**src/rtl/mem_arbiter.sv**
```systemverilog
// rtl/mem_arbiter.sv - byte-serial IF/MEM arbiter onto an 8-bit RAM/IO bus
module mem_arbiter #(
    parameter int unsigned ADDR_W = 32,
    parameter logic [1:0]  IO_TAG = 2'b11
) (
    input  logic              clk,
    input  logic              rst,
    input  logic              rdy,
    input  logic              if_req,
    input  logic [ADDR_W-1:0] if_addr,
    input  logic              if_cancel,
    output logic              if_done,
    output logic [31:0]       if_data,
    input  logic              mem_req,
    input  logic              mem_we,
    input  logic [1:0]        mem_size,
    input  logic [ADDR_W-1:0] mem_addr,
    input  logic [31:0]       mem_wdata,
    output logic              mem_done,
    output logic [31:0]       mem_rdata,
    input  logic [7:0]        ram_din,
    output logic [7:0]        ram_dout,
    output logic [ADDR_W-1:0] ram_a,
    output logic              ram_wr,
    output logic              busy
);

    typedef enum logic [1:0] {IDLE, READ, WRITE, DONE} state_t;

    // The IO region sits at addr[17:16]; it needs no sequencing of its own
    // because no byte address is ever issued twice within a transfer.
    if (ADDR_W < 18 && IO_TAG != 2'b00) begin : g_io_tag_unreachable
    end

    state_t            state, state_nx;
    logic              owner_mem, owner_mem_nx;   // 1: MEM stage owns the transfer
    logic [ADDR_W-1:0] base, base_nx;
    logic [2:0]        nbytes, nbytes_nx;
    logic [2:0]        cnt, cnt_nx;               // active edges spent in READ/WRITE
    logic [31:0]       data_q, data_nx;           // read assembly or store data
    logic [ADDR_W-1:0] ram_a_nx;
    logic [7:0]        ram_dout_nx;
    logic              ram_wr_nx, if_done_nx, mem_done_nx, busy_nx;
    logic [31:0]       if_data_nx, mem_rdata_nx;
    logic [2:0]        cnt_p1;
    logic [1:0]        cap_idx;
    logic [31:0]       merged;

    function automatic logic [2:0] size_bytes(input logic [1:0] size);
        case (size)
            2'b00:   size_bytes = 3'd1;
            2'b01:   size_bytes = 3'd2;
            default: size_bytes = 3'd4;
        endcase
    endfunction

    // Next-state and next-output computation; everything holds while rdy is low.
    always_comb begin
        state_nx     = state;
        owner_mem_nx = owner_mem;
        base_nx      = base;
        nbytes_nx    = nbytes;
        cnt_nx       = cnt;
        data_nx      = data_q;
        ram_a_nx     = ram_a;
        ram_dout_nx  = ram_dout;
        ram_wr_nx    = ram_wr;
        if_done_nx   = if_done;
        mem_done_nx  = mem_done;
        if_data_nx   = if_data;
        mem_rdata_nx = mem_rdata;
        cnt_p1       = cnt + 3'd1;
        cap_idx      = 2'(cnt - 3'd1);
        merged       = data_q;
        merged[{cap_idx, 3'b000} +: 8] = ram_din;

        if (rdy) begin
            ram_wr_nx   = 1'b0;
            if_done_nx  = 1'b0;
            mem_done_nx = 1'b0;
            case (state)
                IDLE: begin
                    ram_a_nx    = '0;
                    ram_dout_nx = '0;
                    cnt_nx      = '0;
                    if (mem_req) begin
                        owner_mem_nx = 1'b1;
                        base_nx      = mem_addr;
                        nbytes_nx    = size_bytes(mem_size);
                        ram_a_nx     = mem_addr;
                        if (mem_we) begin
                            state_nx    = WRITE;
                            data_nx     = mem_wdata;
                            ram_dout_nx = mem_wdata[7:0];
                            ram_wr_nx   = 1'b1;
                        end else begin
                            state_nx = READ;
                            data_nx  = '0;
                        end
                    end else if (if_req && !if_cancel) begin
                        owner_mem_nx = 1'b0;
                        base_nx      = if_addr;
                        nbytes_nx    = 3'd4;
                        ram_a_nx     = if_addr;
                        state_nx     = READ;
                        data_nx      = '0;
                    end
                end
                READ: begin
                    if (!owner_mem && if_cancel) begin
                        state_nx = IDLE;
                        ram_a_nx = '0;
                        cnt_nx   = '0;
                    end else if (cnt == nbytes) begin
                        state_nx = DONE;
                        ram_a_nx = '0;
                        data_nx  = merged;
                        if (owner_mem) begin
                            mem_rdata_nx = merged;
                            mem_done_nx  = 1'b1;
                        end else begin
                            if_data_nx = merged;
                            if_done_nx = 1'b1;
                        end
                    end else begin
                        cnt_nx = cnt_p1;
                        if (cnt != 3'd0)
                            data_nx = merged;
                        ram_a_nx = (cnt_p1 < nbytes) ? base + ADDR_W'(cnt_p1) : '0;
                    end
                end
                WRITE: begin
                    if (cnt_p1 < nbytes) begin
                        cnt_nx      = cnt_p1;
                        ram_a_nx    = base + ADDR_W'(cnt_p1);
                        ram_dout_nx = data_q[{cnt_p1[1:0], 3'b000} +: 8];
                        ram_wr_nx   = 1'b1;
                    end else begin
                        state_nx    = DONE;
                        ram_a_nx    = '0;
                        ram_dout_nx = '0;
                        mem_done_nx = 1'b1;
                    end
                end
                default: begin
                    state_nx    = IDLE;
                    ram_a_nx    = '0;
                    ram_dout_nx = '0;
                end
            endcase
        end
        busy_nx = (state_nx != IDLE);
    end

    // State and output registers.
    always_ff @(posedge clk or negedge rst) begin
        if (!rst) begin
            state     <= IDLE;
            owner_mem <= 1'b0;
            base      <= '0;
            nbytes    <= '0;
            cnt       <= '0;
            data_q    <= '0;
            ram_a     <= '0;
            ram_dout  <= '0;
            ram_wr    <= 1'b0;
            if_done   <= 1'b0;
            mem_done  <= 1'b0;
            if_data   <= '0;
            mem_rdata <= '0;
            busy      <= 1'b0;
        end else begin
            state     <= state_nx;
            owner_mem <= owner_mem_nx;
            base      <= base_nx;
            nbytes    <= nbytes_nx;
            cnt       <= cnt_nx;
            data_q    <= data_nx;
            ram_a     <= ram_a_nx;
            ram_dout  <= ram_dout_nx;
            ram_wr    <= ram_wr_nx;
            if_done   <= if_done_nx;
            mem_done  <= mem_done_nx;
            if_data   <= if_data_nx;
            mem_rdata <= mem_rdata_nx;
            busy      <= busy_nx;
        end
    end

endmodule
```
**config.mk**
```make
export PLATFORM = sky130hd
export DESIGN_NAME = mem_arbiter
export DESIGN_NICKNAME = d
export VERILOG_FILES = /design/src/rtl/mem_arbiter.sv
export SDC_FILE = /design/constraint.sdc
export NUM_CORES = 1
export LEC_CHECK = 0
export BUFFER_PORTS_ARGS = -buffer_cell sky130_fd_sc_hd__buf_2
export CAP_MARGIN = 20
export CELL_PAD_IN_SITES_DETAIL_PLACEMENT = 1
export CELL_PAD_IN_SITES_GLOBAL_PLACEMENT = 1
export CORE_ASPECT_RATIO = 1.4
export CORE_MARGIN = 4
export CORE_UTILIZATION = 45
export CTS_CLUSTER_DIAMETER = 200
export CTS_CLUSTER_SIZE = 25
export DETAILED_ROUTE_END_ITERATION = 10
export PLACE_DENSITY = 0.82
export SYNTH_ARGS = -nofsm -noshare
export SYNTH_HDL_FRONTEND = slang
export SYNTH_SLANG_ARGS = --single-unit
```
**constraint.sdc**
```tcl
create_clock -name clk -period 5.16 [get_ports clk]
set_clock_uncertainty 0.2 [all_clocks]
set_input_delay 0.774 -clock clk [delete_from_list [all_inputs] [get_ports clk]]
set_output_delay 0.774 -clock clk [all_outputs]
set_load 0.005 [all_outputs]
```
==> impl_metrics.tcl, run 1 <==
set metrics [dict create \
    synth.avg_cell_area_um2 10.76 \
    antenna_found_initial 4 \
    placed_area_mm2 0.01077 \
    finalSetupViolations 0 \
    cts.clk_slew.worst_paths_ns 0.07 \
    drive_above_1_share_pct 31.05 \
    io_pins 221 \
    cp_data_required_time_ns 5.28 \
    cts_resized 0 \
    ir_drop_uv 255.7 \
    critPathCaptureType "flop" \
    track_usage_pct 25.47 \
    critPathMostFrequentCell "ha_1" \
    crit_path_top_delay_cell "dfrtp_1" \
    die_w_um 130.9 \
    maxCapViolCount 0 \
    reg2reg_depth 8 \
    fmax_ghz 0.2687 \
    synth_nets 1017 \
    vias_per_cell 5.900 \
    port-buffer-count 220 \
    clock-sinks 181 \
    hpwl_um 21590 \
    holdBufCountCts 0 \
    grt.overflow.total 0 \
    hp-class "input pin to asynchronous set/reset pin" \
    synth_ff_type "dfrtp_1" \
    cts_tree "done" \
    relSlewSlack_pct 21.59 \
    cts_buffers 17 \
    drc_errors 0 \
    drt-initial-drc-count 514 \
    synth.distinct_cells 58 \
    nets 1215 \
    leakagePower_uw 0.005644 \
    synthSimpleGateAreaFrac_pct 10.47 \
    grt_first_pass_wirelength_um 47060 \
    antenna_left 0 \
    cts_setup_buffers 0 \
    fin_crit_sh_pct 72.11 \
    synthCells 885 \
    h-tree-depth 4 \
    path_max_fanout 17 \
    syn2layout_area_growth_pct 20.12 \
    yosysWarnings 0 \
    start_util_pct 46.14 \
    die-area_mm2 0.02358 \
    vias 7994 \
    grt_max_degree 111 \
    cp-start-kind "flop" \
    synth-seq-cells 181 \
    drv_slew 0 \
    totalWireLength_um 30020 \
    die_h_um 180.1 \
    root_buffer "clkbuf_16" \
    worstMarginPinSlew_ns 1.172 \
    cp.arrival_ns 3.84 \
    async_reset_ff_share_pct 100.0 \
    synth_edf_count 0 \
    clkLatencyLatePin_ns 0.44 \
    first_global_vias 8619 \
    core_mm2 0.02063 \
    final_cell_area_mm2 0.01144 \
    gp_congestion 0.9069 \
    synth_mux_area_share_pct 13.89 \
    worstPathCellList "inv_1, ha_1, ha_1, nand3b_1, a21boi_0, a2111oi_4, o21ai_1, a32o_1" \
    seq_area_frac_synth_pct 47.58 \
    hold_viol 0 \
    clk_path_buf_depth 2 \
    dr.pass1.iters 5 \
    fin_tns_setup_ns 0 \
    yosys.area_share.adder_pct 2.576 \
    p_per_area_mw_per_mm2 551.8 \
    synth_compound_area_share_pct 17.87 \
    wl_per_cell_um 22.15 \
    rsz0062_at_grt "false" \
    synth_area_mm2 0.009520 \
    fin_crit_ns 3.721 \
    synth_top_family_by_area "compound AO/OA/AOI/OAI gates" \
    critPathMaxStageDelay_ns 0.82 \
    yosys.area_share.xor_xnor_pct 2.944 \
    critPathKind "flop to flop" \
    placementRows 62 \
    status "finished, final reports clean" \
]
## worst paths after layout
path	start	to	slack (ns)
worst max-delay path	cnt[0]	cnt[2]	1.44
worst min-delay path	rst	mem_rdata[13]	0.03
worst max register to register	cnt[0]	cnt[2]	1.44
worst min register to register	ram_dout[6]	ram_dout[6]	0.28
max in group asynchronous	rst	ram_a[13]	4.00
min in group clk	ram_dout[6]	ram_dout[6]	0.28
## stage by stage
step	utilization (%)	setup WS, ns	hold slack, ns	total power, uW	cells
after global placement	52.20	1.653	0.2632	4841	1317
after detailed placement	52.20	1.447	0.2666	4968	1317
after floorplan	-	2.237	0.2563	3936	885
after CTS	55.04	1.442	0.2833	6322	1348
after global routing	55.42	1.160	0.04831	6727	1355
final	55.42	1.439	0.02973	6310	1355
## flip-flops by register name, summed over array words and instances (netlist names), 3 cells and up
register,flops
mem_rdata,32
base,32
cnt,3
data_q,32
if_data,32
ram_a,32
nbytes,3
ram_dout,8
## layout by cell type (no fill, tap or decap), drive strengths merged, types with 2 or more instances in the layout
cell	n
nand2	106
buf	233
nor3	5
mux2i	32
nand3	21
a31oi	3
clkinv	6
nor2	13
mux4	8
a2111oi	2
nor4bb	2
a211oi	2
xor2	25
nand3b	2
ha	18
and4	2
clkinvlp	2
dfrtp	181
o21ai	99
diode	4
bufinv	2
mux2	65
nor4	3
and2	2
o221ai	18
nand4	11
inv	48
a21oi	47
xnor2	7
a22oi	31
a22o	13
nor2b	11
a221oi	32
and3	5
a21boi	3
nand2b	4
clkbuf	19
## worst max-delay path: cells and delay by family, from the launching register on
kind	cells	cell delay (ns)
AND/OR/NAND/NOR	1	0.13
flip-flops	1	0.82
buffers and inverters	1	0.24
AO/OA/AOI/OAI	4	1.12
adder cells (fa/ha/maj)	2	1.11
## routing by layer
metal / vias up / global-route usage [%] / share of wire (%)
met2: 292 / 44.63 / 53
met4: 0 / 11.16 / 3.5
li1: 3616 / - / -
met1: 4015 / 29.81 / 38
met5: - / 0 / 0
met3: 71 / 4.775 / 5.6
## cell type report
type | instances | area, um^2
fill | 2312 | 9199
multi-input combinational | 604 | 4553
sequential | 181 | 4529
timing repair buffer | 233 | 1262
clock buffer | 19 | 442.9
tap | 256 | 320.3
inverter | 46 | 172.7
clock inverter | 12 | 145.1
antenna | 4 | 10.01
## cells in the mapped netlist, drive strengths merged, types with 2 or more instances
cell type,number,area [um^2]
a2111oi,2,55.05
a211oi,2,20.02
a21boi,3,22.52
a21oi,47,235.2
a221oi,32,280.3
a22o,13,113.9
a22oi,31,232.7
a31oi,3,18.77
and2,2,12.51
and3,5,31.28
and4,2,17.52
buf,22,151.4
clkbuf,32,120.1
dfrtp,181,4529
ha,18,225.2
inv,45,168.9
mux2,65,822.0
mux2i,32,320.3
mux4,8,180.2
nand2,106,397.9
nand2b,4,25.02
nand3,21,105.1
nand3b,2,15.01
nand4,11,120.1
nor2,13,48.80
nor2b,11,68.82
nor3,5,41.29
nor4,3,48.80
nor4bb,2,20.02
o21ai,99,495.5
o221ai,18,157.7
xnor2,7,61.31
xor2,25,219.0
## cell families after synthesis
group	after synthesis
adders and majority gates	19
buffers and inverters	100
xor gates and xnor gates	32
muxes	105
and+or+nand+nor	192
AOI/OAI and AO/OA	256
DFF	181
## power by group
group	internal [uW]	switching [uW]
clock network	733	590
logic	1070	1410
registers	2020	495
Note: power is estimated with default switching activity, not from simulation.
==> run 2, diff against run 1 <==
- CORE_UTILIZATION: 45 -> 38
- PLACE_DENSITY: 0.82 -> 0.74
- clock period: 5.16 -> 3.18 ns (I/O delays scaled with it)
==> run 2 against run 1 <==
  * Critical path depth stayed put
  * Die area is 17% higher
  * Routed wire length is 0.74% higher
  * Cell area is 2.3% higher
  * Count of clock-buffer cells in the layout is 2 lower
  * Worst setup slack worse by 1.1 ns
  * Sequential power is 62% higher
  * Register-to-register slack worse by 1.1 ns
  * Hold slack better by 0.035 ns
  * Final cell count is 5.2% higher
  * Flip-flop and latch count stayed put
  * Global-route usage is 3.7 points lower
  * Critical path type unchanged
  * Largest power group unchanged
  * Highest routed layer is now met5
==> impl_metrics.tcl, run 2 (synthesis gave the netlist of run 1 again) <==
set metrics [dict create \
    leakagePower_uw 0.005767 \
    track_usage_pct 21.75 \
    antenna_found_initial 2 \
    io_pins 221 \
    grt.overflow.total 0 \
    crit_end "cnt[2]" \
    fin_crit_ns 2.865 \
    die_w_um 141.8 \
    reg2reg_depth 8 \
    critPathCaptureType "flop" \
    power.switching_uw 4037 \
    start_util_pct 38.59 \
    h-tree-depth 4 \
    critPathKind "flop to flop" \
    clkLatencyLatePin_ns 0.44 \
    fin_tns_setup_ns 0 \
    drc_errors 0 \
    first_global_vias 8534 \
    placementRows 68 \
    antenna_cells 0 \
    cp-start-kind "flop" \
    totalWireLength_um 30240 \
    port-buffer-count 220 \
    core_mm2 0.02467 \
    final_cell_mix "buf_2, dfrtp_1, nand2_1" \
    internal-power_uw 6535 \
    hp-class "input pin to flop" \
    die_h_um 195.3 \
    nets 1229 \
    gp_congestion 0.8999 \
    drt-initial-drc-count 421 \
    clock-sinks 181 \
    clk_path_buf_depth 2 \
    fmax_ghz 0.3491 \
    seq_power_share_pct 38.5 \
    root_buffer "clkbuf_16" \
    rsz0062_at_grt "false" \
    path_max_fanout 6 \
    antenna_left 0 \
    vias 7952 \
    cts_resized 0 \
    relSlewSlack_pct 46.71 \
    grt_first_pass_wirelength_um 47290 \
    cp_data_required_time_ns 3.31 \
    rr_startpoint "cnt[1]" \
    clkPwrFrac_pct 23.2 \
    hpwl_um 22720 \
    p_comb_share_pct 38.3 \
    grt_max_degree 66 \
    wl_per_cell_um 21.22 \
    ir_drop_uv 505.7 \
    layout_commonest_cell "buf_2" \
    cts_tree "done" \
    dr.pass1.iters 4 \
    status "finished, final reports clean" \
    num-fill-cells 2822 \
    cts_buffers 17 \
    r2r_setup_slack_ns 0.32 \
    drive_above_1_share_pct 31.98 \
    p_per_area_mw_per_mm2 903.7 \
    hold_viol 0 \
    drv_slew 0 \
    cp-startpoint "cnt[1]" \
    finalSetupViolations 0 \
    total_power_uw 10570 \
    worstMarginPinSlew_ns 0.7990 \
    fin_crit_sh_pct 90.09 \
    r2r_end "cnt[2]" \
    maxCapViolCount 0 \
    cts.clk_slew.worst_paths_ns 0.07 \
    switching_share_pct 38.19 \
    syn2layout_area_growth_pct 22.87 \
    die-area_mm2 0.02769 \
    cp.arrival_ns 2.99 \
    vias_per_cell 5.580 \
]
-- run 2: changes by cell type in the layout (fill, tap and decap cells not counted) --
cell           before  now
clkbuf_8            1    0
clkinvlp_4          2    0
bufinv_16           2    6
buf_12              3    5
buf_16              1    0
clkinv_4            5    1
buf_4               9   21
clkinv_2            0    3
diode_2             4    0
clkbuf_1            1    0
dlygate4sd3_1       0    1
inv_6               3    5
-- run 2: worst min path at each step --
| stage | startpoint | end | slack, ns | depth (start not counted) |
|---|---|---|---|---|
| after floorplan | rst | base[0] | -0.02 | 0 |
| after global placement | ram_dout[0] | ram_dout[0] | 0.26 | 2 |
| after detailed placement | ram_dout[7] | ram_dout[7] | 0.27 | 2 |
| after CTS | mem_size[0] | nbytes[0] | 0.04 | 2 |
| after global routing | mem_size[0] | nbytes[0] | 0.04 | 2 |
| final | mem_size[0] | nbytes[0] | 0.06 | 2 |
-- run 2: layer usage --
metal | part of all wire [%] | vias up | global-route usage, %
met5 | 0.089 | - | 0
met3 | 4.8 | 46 | 4.140
li1 | - | 3642 | -
met1 | 39 | 4017 | 24.93
met2 | 53 | 243 | 40.03
met4 | 2.7 | 4 | 7.397
-- run 2: metrics by stage --
stage	utilization (%)	cells	setup slack (ns)	hold WS, ns	instance area [um^2]
finish	47.41	1425	0.3151	0.06441	11700
global route	47.41	1425	0.1508	0.04183	11700
global placement	44.64	1392	0.4915	0.2623	11010
detailed placement	44.64	1392	0.3872	0.2726	11010
floorplan	-	885	0.2568	-0.01859	9520
CTS	47.41	1425	0.3372	0.04480	11700
-- run 2: worst max-delay path, cell delays in order, from the launching register on --
cell       delay (ns)
dfrtp_1          0.43
ha_1             0.23
xor2_1           0.29
ha_1             0.31
a21oi_1          0.22
a21boi_0         0.23
a2111oi_4        0.50
o21ai_1          0.13
a32o_1           0.22
-- run 2: layout make-up --
cell class	instances	area [um^2]	area share, %
Inverter	46	172.7	1.476
Clock buffer	17	425.4	3.637
Multi-Input combinational cell	604	4553	38.92
Timing Repair Buffer	247	1375	11.76
Sequential cell	181	4529	38.72
Clock inverter	15	247.7	2.118
Tap cell	315	394.1	3.369
-- run 2: timing repair --
item	in CTS	in global routing
buffers inserted	0	0
hold buffers	1	0
setup endpoints to repair	0	0
endpoints found under the hold margin	61	0
-- run 2: power groups by stage --
stage	registers, uW	clock network [uW]	logic [uW]
2_1_floorplan	3910	0	2480
3_3_place_gp	4070	0	3940
3_5_place_dp	4100	0	4100
4_1_cts	4080	2500	4110
5_1_grt	4190	2600	4510
6_report	4070	2450	4050
